File: config.mk
export PLATFORM = sky130hd
export DESIGN_NAME = decoder_seq_flat
export DESIGN_NICKNAME = d
export VERILOG_FILES = /design/src/rtl/decoder_seq_if.sv /design/src/rtl/decoder_seq.sv /design/src/flat_wrapper.sv
export SDC_FILE = /design/constraint.sdc
export NUM_CORES = 1
export LEC_CHECK = 0
export ABC_AREA = 1
export BUFFER_PORTS_ARGS = -buffer_cell sky130_fd_sc_hd__buf_2
export CAP_MARGIN = 10
export CORE_UTILIZATION = 35
export DETAILED_ROUTE_END_ITERATION = 7
export PLACE_DENSITY_LB_ADDON = 0.3
export REMOVE_ABC_BUFFERS = 1
export SLEW_MARGIN = 20
export SYNTH_ARGS = -nofsm -noshare
export SYNTH_HDL_FRONTEND = slang
export SYNTH_SLANG_ARGS = --single-unit
File: constraint.sdc
create_clock -name clk -period 2.8 [get_ports clk]
set_clock_uncertainty 0.05 [all_clocks]
set_input_delay 0.42 -clock clk [delete_from_list [all_inputs] [get_ports clk]]
set_output_delay 0.42 -clock clk [all_outputs]
set_load 0.01 [all_outputs]
File: src/rtl/decoder_seq_if.sv
`default_nettype none
// ============================================================================
// Module      : decoder_seq_if
// Description : Bundle of control, address and decode signals for decoder_seq.
//               master - drives e, ld, mode, a, hold; observes y, addr, busy, wrap
//               slave  - the decoder itself
// Revision    : 1.0 - initial release
// ============================================================================
interface decoder_seq_if #(
    parameter int N      = 2,
    parameter int HOLD_W = 4
);
    logic                 e;
    logic                 ld;
    logic                 mode;
    logic [N-1:0]         a;
    logic [HOLD_W-1:0]    hold;
    logic [(1<<N)-1:0]    y;
    logic [N-1:0]         addr;
    logic                 busy;
    logic                 wrap;

    modport master (
        output e, ld, mode, a, hold,
        input  y, addr, busy, wrap
    );

    modport slave (
        input  e, ld, mode, a, hold,
        output y, addr, busy, wrap
    );
endinterface
`default_nettype wire

File: src/rtl/decoder_seq.sv
`default_nettype none
// ============================================================================
// Module      : decoder_seq
// Description : Registered N-to-2^N one-hot decoder with enable.
//               DIRECT mode decodes and holds a loaded address; SCAN mode
//               steps the address every hold+1 cycles and pulses wrap when
//               the address rolls over to 0.
// Ports       : clk  - rising-edge clock
//               rst  - asynchronous active-high reset
//               bus  - decoder_seq_if.slave (e, ld, mode, a, hold -> y, addr,
//                      busy, wrap)
// Revision    : 1.0 - initial release
// ============================================================================
module decoder_seq #(
    parameter int N          = 2,
    parameter int HOLD_W     = 4,
    parameter int ACTIVE_LOW = 0
) (
    input  logic               clk,
    input  logic               rst,
    decoder_seq_if.slave       bus
);
    localparam int W = 1 << N;

    // XOR mask that turns an active-high one-hot into the output polarity.
    localparam logic [W-1:0] C_INACTIVE = (ACTIVE_LOW != 0) ? {W{1'b1}} : {W{1'b0}};

    typedef enum logic [1:0] {
        S_IDLE   = 2'd0,
        S_DIRECT = 2'd1,
        S_SCAN   = 2'd2
    } state_t;

    state_t              r_state;
    logic [N-1:0]        r_addr;
    logic [HOLD_W-1:0]   r_cnt;
    logic [HOLD_W-1:0]   r_held;
    logic [W-1:0]        r_y;
    logic                r_busy;
    logic                r_wrap;

    logic [N-1:0]        w_addr_next;

    assign w_addr_next = r_addr + N'(1);

    function automatic logic [W-1:0] onehot(input logic [N-1:0] v);
        onehot = W'(1) << v;
    endfunction

    always_ff @(posedge clk or posedge rst) begin
        if (rst) begin
            r_state <= S_IDLE;
            r_addr  <= '0;
            r_cnt   <= '0;
            r_held  <= '0;
            r_y     <= C_INACTIVE;
            r_busy  <= 1'b0;
            r_wrap  <= 1'b0;
        end else if (!bus.e) begin
            // Disable wins over load; addr and held dwell are retained.
            r_state <= S_IDLE;
            r_cnt   <= '0;
            r_y     <= C_INACTIVE;
            r_busy  <= 1'b0;
            r_wrap  <= 1'b0;
        end else if (bus.ld) begin
            // A load behaves identically from every state.
            r_addr  <= bus.a;
            r_held  <= bus.hold;
            r_cnt   <= '0;
            r_state <= bus.mode ? S_SCAN : S_DIRECT;
            r_y     <= onehot(bus.a) ^ C_INACTIVE;
            r_busy  <= bus.mode;
            r_wrap  <= 1'b0;
        end else begin
            case (r_state)
                S_IDLE: begin
                    r_y    <= C_INACTIVE;
                    r_busy <= 1'b0;
                    r_wrap <= 1'b0;
                end
                S_DIRECT: begin
                    r_wrap <= 1'b0;
                end
                S_SCAN: begin
                    if (r_cnt == r_held) begin
                        // Step: y and addr move together so they never disagree.
                        r_cnt  <= '0;
                        r_addr <= w_addr_next;
                        r_y    <= onehot(w_addr_next) ^ C_INACTIVE;
                        r_wrap <= (w_addr_next == '0);
                    end else begin
                        r_cnt  <= r_cnt + HOLD_W'(1);
                        r_wrap <= 1'b0;
                    end
                end
                default: begin
                    r_state <= S_IDLE;
                    r_y     <= C_INACTIVE;
                    r_busy  <= 1'b0;
                    r_wrap  <= 1'b0;
                end
            endcase
        end
    end

    assign bus.y    = r_y;
    assign bus.addr = r_addr;
    assign bus.busy = r_busy;
    assign bus.wrap = r_wrap;

endmodule
`default_nettype wire

File: src/flat_wrapper.sv
// flat-port wrapper written by rule: the top's interface ports become plain ports
module decoder_seq_flat 
#(
    parameter int N          = 2,
    parameter int HOLD_W     = 4,
    parameter int ACTIVE_LOW = 0
)
  (clk, rst, bus_e, bus_ld, bus_mode, bus_a, bus_hold, bus_y, bus_addr, bus_busy, bus_wrap);
  decoder_seq_if #(.N(N), .HOLD_W(HOLD_W)) bus_i ();
  input  logic clk;
  input  logic rst;
  input wire logic [$bits(bus_i.e)-1:0] bus_e;
  input wire logic [$bits(bus_i.ld)-1:0] bus_ld;
  input wire logic [$bits(bus_i.mode)-1:0] bus_mode;
  input wire logic [$bits(bus_i.a)-1:0] bus_a;
  input wire logic [$bits(bus_i.hold)-1:0] bus_hold;
  output wire logic [$bits(bus_i.y)-1:0] bus_y;
  output wire logic [$bits(bus_i.addr)-1:0] bus_addr;
  output wire logic [$bits(bus_i.busy)-1:0] bus_busy;
  output wire logic [$bits(bus_i.wrap)-1:0] bus_wrap;
  assign bus_i.e = bus_e;
  assign bus_i.ld = bus_ld;
  assign bus_i.mode = bus_mode;
  assign bus_i.a = bus_a;
  assign bus_i.hold = bus_hold;
  assign bus_y = bus_i.y;
  assign bus_addr = bus_i.addr;
  assign bus_busy = bus_i.busy;
  assign bus_wrap = bus_i.wrap;
  decoder_seq #(.N(N), .HOLD_W(HOLD_W), .ACTIVE_LOW(ACTIVE_LOW)) u_core (.clk(clk), .rst(rst), .bus(bus_i));
endmodule
# Yosys cells after proc, flatten, opt, wreduce, memory -nomap -nowiden
# Index checks and enable logic that the tools add are counted.
# op_classes
reduce_logical	9
div	0
add_sub_neg	2
n_mux	22
mul	0
shifts	2
eq_ne	8
magnitude_cmp	0
bitwise_logic	0
# op_table
operator	count
two-way mux 4 bit	7
two-way mux 2 bit	7
case mux 4 bit (2 select lines)	1
left shift 1 x 2 -> 4 bit (first input constant)	2
two-way mux 1 bit	7
!= test 3 x 2 -> 1 bit (second input constant)	2
adder 4 x 1 -> 4 bit (second input constant)	1
equality test 4 bit	1
logical NOT 2 bit	2
!= test 4 x 3 -> 1 bit (second input constant)	1
AND reduction 2 bit	2
nonzero test 2 bit	2
!= test 3 x 1 -> 1 bit (second input constant)	1
!= test 3 bit (second input constant)	1
AND reduction 3 bit	1
OR reduction 3 bit	1
adder 2 x 1 -> 2 bit (second input constant)	1
equality test 2 x 1 -> 1 bit (second input constant)	1
equality test 2 bit (second input constant)	1
OR reduction 2 bit	1
# totals
romBits	0
ram_bits	0
mem_count	0
latchBits	0
elab_cells	50
output_inout_bits	8
reg_bits	18

# Depth between registers and ports, before layout
# logic_depth
ltp_word	6
depth_mapped	9

# Worst setup path after synthesis
# Ideal clock, no wire load.
# synth_path
path_type	flip-flop to flip-flop
startpoint	reg u_core.r_state[0]
endpoint	reg u_core.r_y[3] (netlist: u_core.bus.y[3])
required_ps	2685
path_stages_with_launch	9
arrival_ps	1190
slack_ps	1495
path_cell_list	dfrtp_1 > inv_1 > ha_1 > inv_2 > nor2_1 > nand2_1 > a21oi_1 > nand3_1 > nand2_1
# synth_between
elab_chain_cells	4
elab_cells_between_ends	8
# synth_rtl
item	line	text
start: declaration	decoder_seq.sv:34	state_t r_state;
start signal: assignment	decoder_seq.sv:71	r_state <= bus.mode ? S_SCAN : S_DIRECT;
equality test 2 bit / equality test 2 x 1 -> 1 bit (equally long branches)	decoder_seq.sv:76	case (r_state)
case mux 4 bit (2 select lines)	decoder_seq.sv:76	
two-way mux 4 bit	decoder_seq.sv:66	end else if (bus.ld) begin
two-way mux 4 bit	decoder_seq.sv:59	end else if (!bus.e) begin
end signal: assignment	decoder_seq.sv:72	r_y <= onehot(bus.a) ^ C_INACTIVE;
end signal: assignment	decoder_seq.sv:90	r_y <= onehot(w_addr_next) ^ C_INACTIVE;
end: declaration	decoder_seq.sv:38	logic [W-1:0] r_y;
# Several ways; a longest one is shown, not always the timed one.
# A chain may end at the register's enable or synchronous reset.

# Worst setup path after layout
# Same ends and word-level chain as after synthesis.

==> metrics <==
number of port buffers=18; Root Buffer=clkbuf_4; main flop type after synthesis=dfrtp_1; initial antenna violation count=0; layout overhead on the synthesized area=13.9%; Die Wd=roughly 57 µm; Slew Limit Fails=0; cell taking the most area after synthesis=dfrtp_1; setup repair bufs after CTS=0; critical path launch point type=register; mux contribution to synthesized area=0%; WL per Instance=11.0 µm; main combinational cell family by area after synthesis=simple AND/OR/NAND/NOR gates; number of synthesized flops with an enable pin=0; PostCTS Resize Cnt=0; Routability Congestion=between 0.7 and 0.8; DRC=0; Critical Path End Type=register; initial core utilization=between 30% and 40%; synth unique cells=22; Hold Buf Count CTS=0; WL final=approximately 2000 µm; Final ANT Viol Nets=0; synth warn=0; Synth Area in Simple Gates=30.1%; synthesized instance count=130; share of layout cells above drive strength 1=roughly a quarter; Synth Area in Adders=approximately a tenth; max cap viols=0; Finish-stage setup viols=0; Slew headroom=54.3%; count leader, synth=nand2_1; clk sinks=18; DR iter-0 viols=23; LEAKAGE=0.670 nW; # H-tree levels=1; total number of vias=around 880; Fmax=between 600 and 700 MHz; Final Hold Viols=0; top post-synthesis cells by area=dfrtp_1 (42%), nand2_1 (11%), ha_1 (9.3%), nand3_1 (5.6%), inv_1 (4.2%); CTS Buffer Depth=2; Final #Nets=170; Post-synth ARST share=100%; min-delay worst type=input port to asynchronous set/reset pin; post-synthesis sequential area ratio=a little over two fifths; Reg2Reg Setup Slack=~1.3 ns; critical path fanouts, max=4; Peak VDD IR=0.312 mV; Die Y=roughly 57 µm; Synth top area share=between 40 and 50%; crit path DAT=1.68 ns; TritonCTS clock tree=done; CP Data Required Time=2.99 ns; status=completed; diode count=0; worst slew pin tran=between 0.6 and 0.7 ns; hpwl dp=1570 µm; Post-Syn Area=~0.0011 mm²; vias in the first global route=799; power density cells=~460 mW/mm²; GR Util All Layers=around an eighth; complex-gate fraction of the synthesized area=around 8.8%; largest net degree at the start of global routing=19; synthesis-stage register bit count=18; syn avg cell area=between 8 and 9 µm²; Vias per Instance=slightly below 5; fin crit period=1.49 ns; RSZ-0062 raised after global routing=false; final period utilization=53.2%; synth cell count leaders=nand2_1 (30), dfrtp_1 (18), inv_1 (12), nand3_1 (12), nor2_1 (11); I/O pin count=19; total die area=roughly 0.0033 mm²; XOR/XNOR Fraction of Synth Area=~1.6%; CP Class=register to register; core region area=0.00283 mm²; Rows=19; Clock transition at path regs=around 0.11 ns; global-route wire length before repair=around 3300 µm; global route total overflow=0; Final TNS setup=0 ns; clock latency reported for the late side of the worst-skew pair=between 0.2 and 0.3 ns; Pwr Total=approximately 0.00056 W; CTS buffer count=3; fill cell count=284; Initial DRT Pass Iterations=4
## per-layer routing
metal | vias to the layer above | part of all wire (%) | global-route usage (%) | routed length (µm)
li1 | 453 | - | - | -
met5 | - | 0 | 0 | 0
met2 | 17 | 46 | 20.8 | 910
met1 | 402 | 49 | 17.8 | 977
met3 | 4 | 4.1 | 4.31 | 82
met4 | 0 | 1.2 | 3.83 | 24
## layout by cell type (no fill, tap or decap)
| cell type | synthesis | layout |
|---|---|---|
| inv_1 | 12 | 12 |
| nand3b_1 | 1 | 1 |
| dfrtp_1 | 18 | 18 |
| o21ai_0 | 4 | 4 |
| xnor2_1 | 1 | 1 |
| nand2_4 | 3 | 3 |
| a21oi_1 | 8 | 8 |
| nor2_8 | 1 | 1 |
| clkbuf_4 | 0 | 3 |
| o22ai_1 | 4 | 4 |
| nand3_1 | 12 | 12 |
| clkbuf_8 | 0 | 1 |
| nor2_4 | 2 | 2 |
| o32ai_1 | 1 | 1 |
| nor2_2 | 1 | 1 |
| nand2_1 | 30 | 30 |
| nand2_2 | 2 | 2 |
| or2_1 | 1 | 1 |
| xor2_1 | 1 | 1 |
| inv_2 | 7 | 7 |
| buf_2 | 1 | 18 |
| ha_1 | 8 | 8 |
| nor2_1 | 11 | 11 |
## worst paths after layout
check	from	endpoint	cells past startpoint
max in group asynchronous	rst	u_core.r_cnt[0]$_DFFE_PP0P_	2
min in group clk	bus_mode	u_core.r_state[0]$_DFFE_PP0P_	2
worst max-delay path	u_core.r_state[0]$_DFFE_PP0P_	u_core.bus.y[3]$_DFFE_PP0P_	8
worst max register to register	u_core.r_state[0]$_DFFE_PP0P_	u_core.bus.y[3]$_DFFE_PP0P_	8
worst min-delay path	rst	u_core.bus.y[1]$_DFFE_PP0P_	2
worst min register to register	u_core.bus.y[1]$_DFFE_PP0P_	u_core.bus.y[1]$_DFFE_PP0P_	2
## power by group
group	internal, W	switching, W	total, W
clock network	0.0000792	0.0000828	0.000162
logic	0.0000405	0.0000681	0.000109
registers	0.000277	0.0000145	0.000292
total	0.000397	0.000165	0.000563
## worst max-delay path: stages, from the launching register on
cell     delay, ns
dfrtp_1       0.42
inv_1         0.09
ha_1          0.23
inv_2         0.10
nor2_1        0.17
nand2_1       0.08
a21oi_1       0.14
nand3_1       0.09
nand2_1       0.07
## metrics by stage
stage	setup slack (ns)	util [%]	hold slack, ns	instance area [µm²]	instances
finish	1.31	43.2	0.163	1220	181
global route	1.18	43.2	0.239	1220	181
CTS	1.32	43.2	0.175	1220	181
detailed placement	1.35	41.9	0.408	1180	177
global placement	1.37	41.9	0.403	1180	177
floorplan	1.49	-	0.309	1060	128
## sequential cells by signal (all words and copies together) (netlist names)
| register | count |
|---|---|
| u_core.bus.addr | 2 |
| u_core.r_state | 2 |
| u_core.r_cnt | 4 |
| u_core.bus.busy | 1 |
| u_core.bus.wrap | 1 |
| u_core.bus.y | 4 |
| u_core.r_held | 4 |
## kinds of logic after synthesis
group | Yosys count
compound gates | 17
xor+xnor | 2
fa+ha+maj | 8
buf+inv | 21
flops | 18
simple gates | 64
## layout make-up
class                           count  area (µm²)  share of cell area, %
Tap cell                           31        38.8                   3.18
Timing Repair Buffer               18        90.1                   7.38
Multi-Input combinational cell     91         534                   43.8
Sequential cell                    18         450                   36.9
Clock buffer                        4        36.3                   2.97
Inverter                           19        71.3                   5.84
Note: power is estimated with default switching activity, not from simulation.
